[config.mk]
export PLATFORM = sky130hd
export DESIGN_NAME = mul_unit_flat
export DESIGN_NICKNAME = d
export VERILOG_FILES = /design/src/rtl/mul_unit_if.sv /design/src/rtl/mul_unit.sv /design/src/flat_wrapper.sv
export SDC_FILE = /design/constraint.sdc
export NUM_CORES = 2
export LEC_CHECK = 0
export ABC_AREA = 1
export BUFFER_PORTS_ARGS = -buffer_cell sky130_fd_sc_hd__buf_2
export CORE_ASPECT_RATIO = 1.5
export CORE_MARGIN = 1
export CORE_UTILIZATION = 41
export DETAILED_ROUTE_END_ITERATION = 8
export PLACE_DENSITY_LB_ADDON = 0.12
export SLEW_MARGIN = 25
export SYNTH_ARGS = -nofsm -noshare
export SYNTH_HDL_FRONTEND = slang
export SYNTH_SLANG_ARGS = --single-unit
[constraint.sdc]
create_clock -name clk -period 10.7 [get_ports clk]
set_input_delay 0.535 -clock clk [delete_from_list [all_inputs] [get_ports clk]]
set_output_delay 0.535 -clock clk [all_outputs]
set_load 0.01 [all_outputs]
[src/rtl/mul_unit_if.sv]
// Issue/result bundle between the reservation station and the multiply unit.
// Latency: none, this file carries wiring only.
// Backpressure: fu_free and result_ack carry flow control in opposite directions.
interface mul_unit_if #(
  parameter int RS_W = 4
);
  logic            exe_valid;
  logic [31:0]     exe_src1;
  logic [31:0]     exe_src2;
  logic [31:0]     exe_imm;
  logic [3:0]      op;
  logic [2:0]      func;
  logic [RS_W-1:0] exe_rs;
  logic            fu_free;
  logic [31:0]     exe_data;
  logic            exe_data_valid;
  logic [RS_W-1:0] finished_rs;
  logic            result_ack;
  logic            flush;

  // Reservation-station side: issues work and consumes results.
  modport master (
    output exe_valid, exe_src1, exe_src2, exe_imm, op, func, exe_rs,
    output result_ack, flush,
    input  fu_free, exe_data, exe_data_valid, finished_rs
  );

  // Functional-unit side.
  modport slave (
    input  exe_valid, exe_src1, exe_src2, exe_imm, op, func, exe_rs,
    input  result_ack, flush,
    output fu_free, exe_data, exe_data_valid, finished_rs
  );
endinterface

[src/rtl/mul_unit.sv]
// Pipelined 32x32 integer multiply unit answering the reservation station issue port.
// Latency: LAT cycles from accepted issue to registered result; one result per cycle.
// Backpressure: an unacked result freezes every stage and drops fu_free; flush squashes all.
module mul_unit #(
  parameter int         LAT       = 3,
  parameter int         RS_SZ     = 16,
  parameter logic [3:0] OP_ALUIMM = 4'd1
) (
  input logic       clk,
  input logic       rst,
  mul_unit_if.slave bus
);

  localparam int RS_W = $clog2(RS_SZ);
  // Stages ahead of the output register; at least one so the array stays legal.
  localparam int NP = (LAT > 1) ? LAT - 1 : 1;

  localparam logic [2:0] FN_MULH  = 3'd1;
  localparam logic [2:0] FN_MULHU = 3'd2;

  typedef struct packed {
    logic            vld;
    logic [RS_W-1:0] tag;
    logic [2:0]      func;
    logic [63:0]     prod;
  } stage_t;

  logic [31:0]     opa;
  logic [31:0]     opb;
  logic [63:0]     a_ext;
  logic [63:0]     b_ext;
  stage_t          issue_st;
  stage_t          feed;
  logic [31:0]     feed_res;
  stage_t          pipe [NP];
  logic            stall;
  logic            accept;
  logic            out_vld;
  logic [31:0]     out_data;
  logic [RS_W-1:0] out_rs;

  assign stall       = out_vld && !bus.result_ack;
  assign bus.fu_free = !stall && !rst;
  assign accept      = bus.exe_valid && bus.fu_free && !bus.flush;

  // Operand select and 64-bit product of the incoming issue. A 64x64 product
  // truncated to 64 bits is exact for both signed and unsigned operands once the
  // operands are extended the right way, so only Mulh sign-extends.
  always_comb begin
    opa   = bus.exe_src1;
    opb   = (bus.op == OP_ALUIMM) ? bus.exe_imm : bus.exe_src2;
    a_ext = {32'd0, opa};
    b_ext = {32'd0, opb};
    if (bus.func == FN_MULH) begin
      a_ext = {{32{opa[31]}}, opa};
      b_ext = {{32{opb[31]}}, opb};
    end
    issue_st      = '0;
    issue_st.vld  = accept;
    issue_st.tag  = bus.exe_rs;
    issue_st.func = bus.func;
    issue_st.prod = a_ext * b_ext;
  end

  // Pick the entry that lands in the output register next and its result half.
  always_comb begin
    feed     = (LAT > 1) ? pipe[NP-1] : issue_st;
    feed_res = ((feed.func == FN_MULH) || (feed.func == FN_MULHU)) ?
               feed.prod[63:32] : feed.prod[31:0];
  end

  // Pipeline advance; reset beats flush, flush beats stall and result_ack.
  always_ff @(posedge clk) begin
    if (rst) begin
      for (int i = 0; i < NP; i++) pipe[i] <= '0;
      out_vld  <= 1'b0;
      out_data <= 32'd0;
      out_rs   <= '0;
    end else if (bus.flush) begin
      for (int i = 0; i < NP; i++) pipe[i].vld <= 1'b0;
      out_vld <= 1'b0;
    end else if (!stall) begin
      pipe[0] <= issue_st;
      for (int i = 1; i < NP; i++) pipe[i] <= pipe[i-1];
      out_vld  <= feed.vld;
      out_data <= feed_res;
      out_rs   <= feed.tag;
    end
  end

  assign bus.exe_data       = out_data;
  assign bus.exe_data_valid = out_vld;
  assign bus.finished_rs    = out_rs;

endmodule

[src/flat_wrapper.sv]
// flat-port wrapper written by rule: the top's interface ports become plain ports
module mul_unit_flat 
#(
  parameter int         LAT       = 3,
  parameter int         RS_SZ     = 16,
  parameter logic [3:0] OP_ALUIMM = 4'd1
)
  (clk, rst, bus_exe_valid, bus_exe_src1, bus_exe_src2, bus_exe_imm, bus_op, bus_func, bus_exe_rs, bus_result_ack, bus_flush, bus_fu_free, bus_exe_data, bus_exe_data_valid, bus_finished_rs);
  mul_unit_if #(.RS_W(4)) bus_i ();
  input logic clk;
  input logic rst;
  input wire logic [$bits(bus_i.exe_valid)-1:0] bus_exe_valid;
  input wire logic [$bits(bus_i.exe_src1)-1:0] bus_exe_src1;
  input wire logic [$bits(bus_i.exe_src2)-1:0] bus_exe_src2;
  input wire logic [$bits(bus_i.exe_imm)-1:0] bus_exe_imm;
  input wire logic [$bits(bus_i.op)-1:0] bus_op;
  input wire logic [$bits(bus_i.func)-1:0] bus_func;
  input wire logic [$bits(bus_i.exe_rs)-1:0] bus_exe_rs;
  input wire logic [$bits(bus_i.result_ack)-1:0] bus_result_ack;
  input wire logic [$bits(bus_i.flush)-1:0] bus_flush;
  output wire logic [$bits(bus_i.fu_free)-1:0] bus_fu_free;
  output wire logic [$bits(bus_i.exe_data)-1:0] bus_exe_data;
  output wire logic [$bits(bus_i.exe_data_valid)-1:0] bus_exe_data_valid;
  output wire logic [$bits(bus_i.finished_rs)-1:0] bus_finished_rs;
  assign bus_i.exe_valid = bus_exe_valid;
  assign bus_i.exe_src1 = bus_exe_src1;
  assign bus_i.exe_src2 = bus_exe_src2;
  assign bus_i.exe_imm = bus_exe_imm;
  assign bus_i.op = bus_op;
  assign bus_i.func = bus_func;
  assign bus_i.exe_rs = bus_exe_rs;
  assign bus_i.result_ack = bus_result_ack;
  assign bus_i.flush = bus_flush;
  assign bus_fu_free = bus_i.fu_free;
  assign bus_exe_data = bus_i.exe_data;
  assign bus_exe_data_valid = bus_i.exe_data_valid;
  assign bus_finished_rs = bus_i.finished_rs;
  mul_unit #(.LAT(LAT), .RS_SZ(RS_SZ), .OP_ALUIMM(OP_ALUIMM)) u_core (.clk(clk), .rst(rst), .bus(bus_i));
endmodule
## Yosys cells after proc, flatten, opt, wreduce, memory -nomap -nowiden

Memory sizes are Yosys's and may differ from the RTL's.
Cells that the tools add are included.

| operators by class | value |
|---|---|
| multiply operators | 1 |
| equal/unequal tests | 4 |
| mux-type cells | 19 |
| bitwise logic cells | 8 |
| reductions and logical operators | 11 |

Operators with widths:

| operator | number |
|---|---|
| $mux 71 | 2 |
| $mux 64 | 2 |
| $mul 64x64->64 | 1 |
| $mux 32 | 2 |
| $mux 1 | 13 |
| $eq 3x1->1 const B | 2 |
| $or 1x1->1 | 6 |
| $eq 4x1->1 const B | 1 |
| $logic_and 1x1->1 | 4 |
| $logic_not 1->1 | 4 |
| $eq 3x2->1 const B | 1 |
| $not 1->1 | 2 |
| $reduce_and 2->1 | 1 |
| $reduce_or 2->1 | 1 |
| $logic_or 1x1->1 | 1 |

| storage, ports and cells | value |
|---|---|
| bits in registers | 37 |
| bits in writable memories | 144 |
| logic and storage cells | 47 |
| memories | 1 |

Memory list:

| memory | depth | bits a word | read ports | clocked after Yosys merged registers in | wr ports | line | source |
|---|---|---|---|---|---|---|---|
| u_core.pipe | 2 | 72 | 2 | 0 | 2 | mul_unit.sv:35 | `stage_t pipe [NP];` |

## Longest topological paths before layout

| depth | value |
|---|---|
| word-level depth | 7 |
| depth in mapped cells | 49 |

## Worst setup path before layout

Ideal clock, no wire load.

| timing | value |
|---|---|
| path kind | input -> register |
| start point | input bus_op[0] |
| end point | memory u_core.pipe[0][63] (netlist name), data pin |
| setup time | 0.255 ns |
| arrival time | 8.740 ns |
| setup slack | 1.706 ns |
| stages on the path | 36 |
| cells stage by stage | inv_1 -> nor2_4 -> nand2_4 -> inv_2 -> clkbuf_1 -> or2_2 -> o21ai_1 -> buf_2 -> nor2_1 -> inv_1 -> fa_1 -> inv_1 -> fa_1 -> fa_1 -> inv_1 -> fa_1 -> inv_1 -> fa_1 -> fa_1 -> fa_1 -> fa_1 -> fa_1 -> inv_1 -> fa_1 -> inv_1 -> ha_1 -> a21oi_1 -> o21ai_0 -> a21oi_1 -> nand2_1 -> a21oi_1 -> o21ai_0 -> a21oi_1 -> nand3_1 -> nand2_1 -> nor2_1 |

RTL lines:

| item | line | source |
|---|---|---|
| start: declaration | flat_wrapper.sv:16 | `input wire logic [$bits(bus_i.op)-1:0] bus_op;` |
| end: declaration | mul_unit.sv:35 |  |

==> summary.txt <==
Clock tree
  • CTS Sinks: 181
  • Clock slew at reported path FFs: 0.07 ns
  • Htree depth: 4
  • Clk Latency, worst-skew pair: 0.44 ns
  • Hold buffers post-CTS: 0
  • TritonCTS clock tree: built
  • Inserted Clock Buffers: 17
  • Root Buffer Master: clkbuf_16
  • Max clock buf depth: 2
  • # resized after CTS: 0
  • Post-CTS setup buffers: 0

GRT
  • Largest net degree at the start of global routing: 91
  • Congestion Overflow GR: 0
  • Initial antenna violation count: 7
  • Global-route wire length before repair: 298,000 um
  • Vias in the first global route: 47.4k
  • Tot GR Track Use: 0.307

Drt
  • DR iter-0 viols: 2,315
  • Post-DR wirelength/cell: 24.5 um
  • Via count: 41.6k
  • Final wirelength: 200,000 um
  • DRC viols: 30
  • Final ANT Viol Nets: 0
  • Vias per cell: 5.10
  • DR pass1 iterations: 9

Synth
  • Synth Register Bits: 181
  • Syn_nets: 8,140
  • Register area share after synthesis: 0.0917
  • Post-synth top area share: 0.512
  • Primary FF master, synth: edfxtp_1
  • Avg Cell Area, Syn: 8.77 um^2
  • Commonest cells post-synth: inv_1 (1,845), fa_1 (1,412), nor2_1 (918)
  • Synth area leaders: fa_1 (51%), inv_1 (13%), edfxtp_1 (7.8%), ha_1 (7.2%), nor2_1 (6.2%)
  • Area leader, netlist: fa_1
  • Mapped Area: 55,300 um^2
  • EDFF count, synth: 144
  • Share of flip-flops with an asynchronous set or reset: 0
  • Syn. warnings: 0
  • Post-synthesis cell count: 6,299
  • Number of distinct library cells after synthesis: 52
  • Count leader, synth: inv_1

Finish
  • Post-Layout Cell Count: 8,160
  • Filler Cell Count: 13.6k
  • P&R area growth vs syn: 7.23%
  • Share of layout cells above drive strength 1: 0.0750
  • Layout Nets: 8,242

Timing
  • Fmax achieved: 100 MHz
  • Final setup TNS: 0 ns
  • Final period util: 0.933
  • Hold Violations, Final: 0
  • RSZ-0062 raised after global routing: no
  • Slew at the pin closest to its max-slew limit: 1.09 ns
  • Final Critical Period: 9.99 ns
  • Hold Slack: 0.356 ns
  • Clock skew: 0.0129 ns
  • Slew Viols, Final: 0
  • Max-slew headroom at the worst pin: 0.270
  • Final setup vio count: 0

Status
  • Status: finished with violations
  • Failing checks: design-rule violations

Worst setup path
  • Largest stage delay on the critical path: 0.92 ns
  • Crit-path max FO: 27
  • CP Capture Type: register
  • Critical path type: primary input to register
  • Worst EP arrival: 10.23 ns
  • WP data required: 10.94 ns
  • Most numerous cell on the critical path: fa_1
  • Worst-path cell with the longest stage delay: fa_1
  • Nature of the critical path startpoint: primary input

Die
  • Number of placed I/O pins: 150
  • Core ar.: 133,000 um^2
  • Die X: 302 um
  • Die height: 452 um
  • Row count: 164
  • Die area: 136,000 um^2
  • Initial Util: 0.414

Min path
  • Worst Hold Class: primary input to register

Flow run
  • Max-cap violation count: 0

Placement
  • Final GP Congestion: 0.991
  • Port Buf Inserts: 149
  • Detailed-placement wirelength estimate: 174,000 um
  • Placed cells: 8,123
-- flip-flops by register name (all words and copies together), names as in the netlist --
name / cells
u_core.pipe: 144
u_core.bus.exe_data: 32
u_core.bus.exe_data_valid: 1
u_core.bus.finished_rs: 4
-- cell families after synthesis --
family	after synthesis	share of synthesized area
simple gates	1879	0.136
compound gates	383	0.0400
fa+ha+maj	1729	0.583
flops	181	0.0917
xor+xnor	23	0.00378
buf+inv	2104	0.145
-- per-stage QoR --
step	instance area, um^2	util	setup WS, ns
after CTS	59200	0.444	0.675
final	59300	0.444	0.713
after global routing	59200	0.444	0.240
after floorplan	55300	-	1.71
after global placement	58500	0.439	0.263
after detailed placement	58500	0.439	0.230
-- metal layers --
| layer | track usage | vias to the layer above | part of all wire |
|---|---|---|---|
| met2 | 0.552 | 1278 | 0.51 |
| met4 | 0.296 | 2 | 0.12 |
| met5 | 0 | - | 0.000080 |
| met1 | 0.307 | 21700 | 0.33 |
| li1 | - | 18100 | - |
| met3 | 0.0288 | 581 | 0.036 |
-- path summary, 6_finish.rpt --
kind	depth (start not counted)	startpoint	slack, ns	endpoint
min reg2reg	2	u_core.pipe[0][143]	0.46	u_core.bus.exe_data_valid
min	2	rst	0.36	u_core.bus.finished_rs[2]
max reg2reg	6	u_core.bus.exe_data_valid	7.85	u_core.pipe[0][41]
max	35	bus_op[2]	0.71	u_core.pipe[0][57]
-- cells in the final DEF (no fill, tap or decap), types with 8 or more instances in the layout --
master,instances
inv_1,1844
fa_1,1412
nor2_1,917
nand2_1,782
ha_1,317
buf_2,149
buf_4,149
edfxtp_1,144
a21oi_1,139
o21ai_0,104
nand3_1,66
dfxtp_1,37
or2_2,32
o21ai_2,32
o22ai_1,32
inv_2,21
o21a_1,21
clkinv_1,18
clkbuf_16,18
nor2_4,14
nand2_2,14
o21ai_1,12
xnor2_1,12
nor2_2,10
xor2_1,10
a31oi_1,10
o21bai_1,9
or2_1,8
nor3_1,8
a21o_1,8
-- worst max-delay path: cells and delay by family --
family	cells	cell delay, ns
buf+inv	11	1.75
simple gates	10	1.67
compound gates	3	0.36
fa+ha+maj	11	5.85
-- cell type report --
type                    count  area (um^2)  area share
diodes                      3         7.51    0.000127
clock buffers              21          482     0.00813
clock inverters            11          205     0.00346
inverters                1884         7070       0.119
multi-input cells        4014        42300       0.713
flip-flops and latches    181         5060      0.0855
well taps                1743         2180      0.0368
repair buffers            303         1980      0.0334
Power is left out: the tool's default activity adds up to more than one toggle a clock period on the data nets, which glitch-free logic cannot reach.
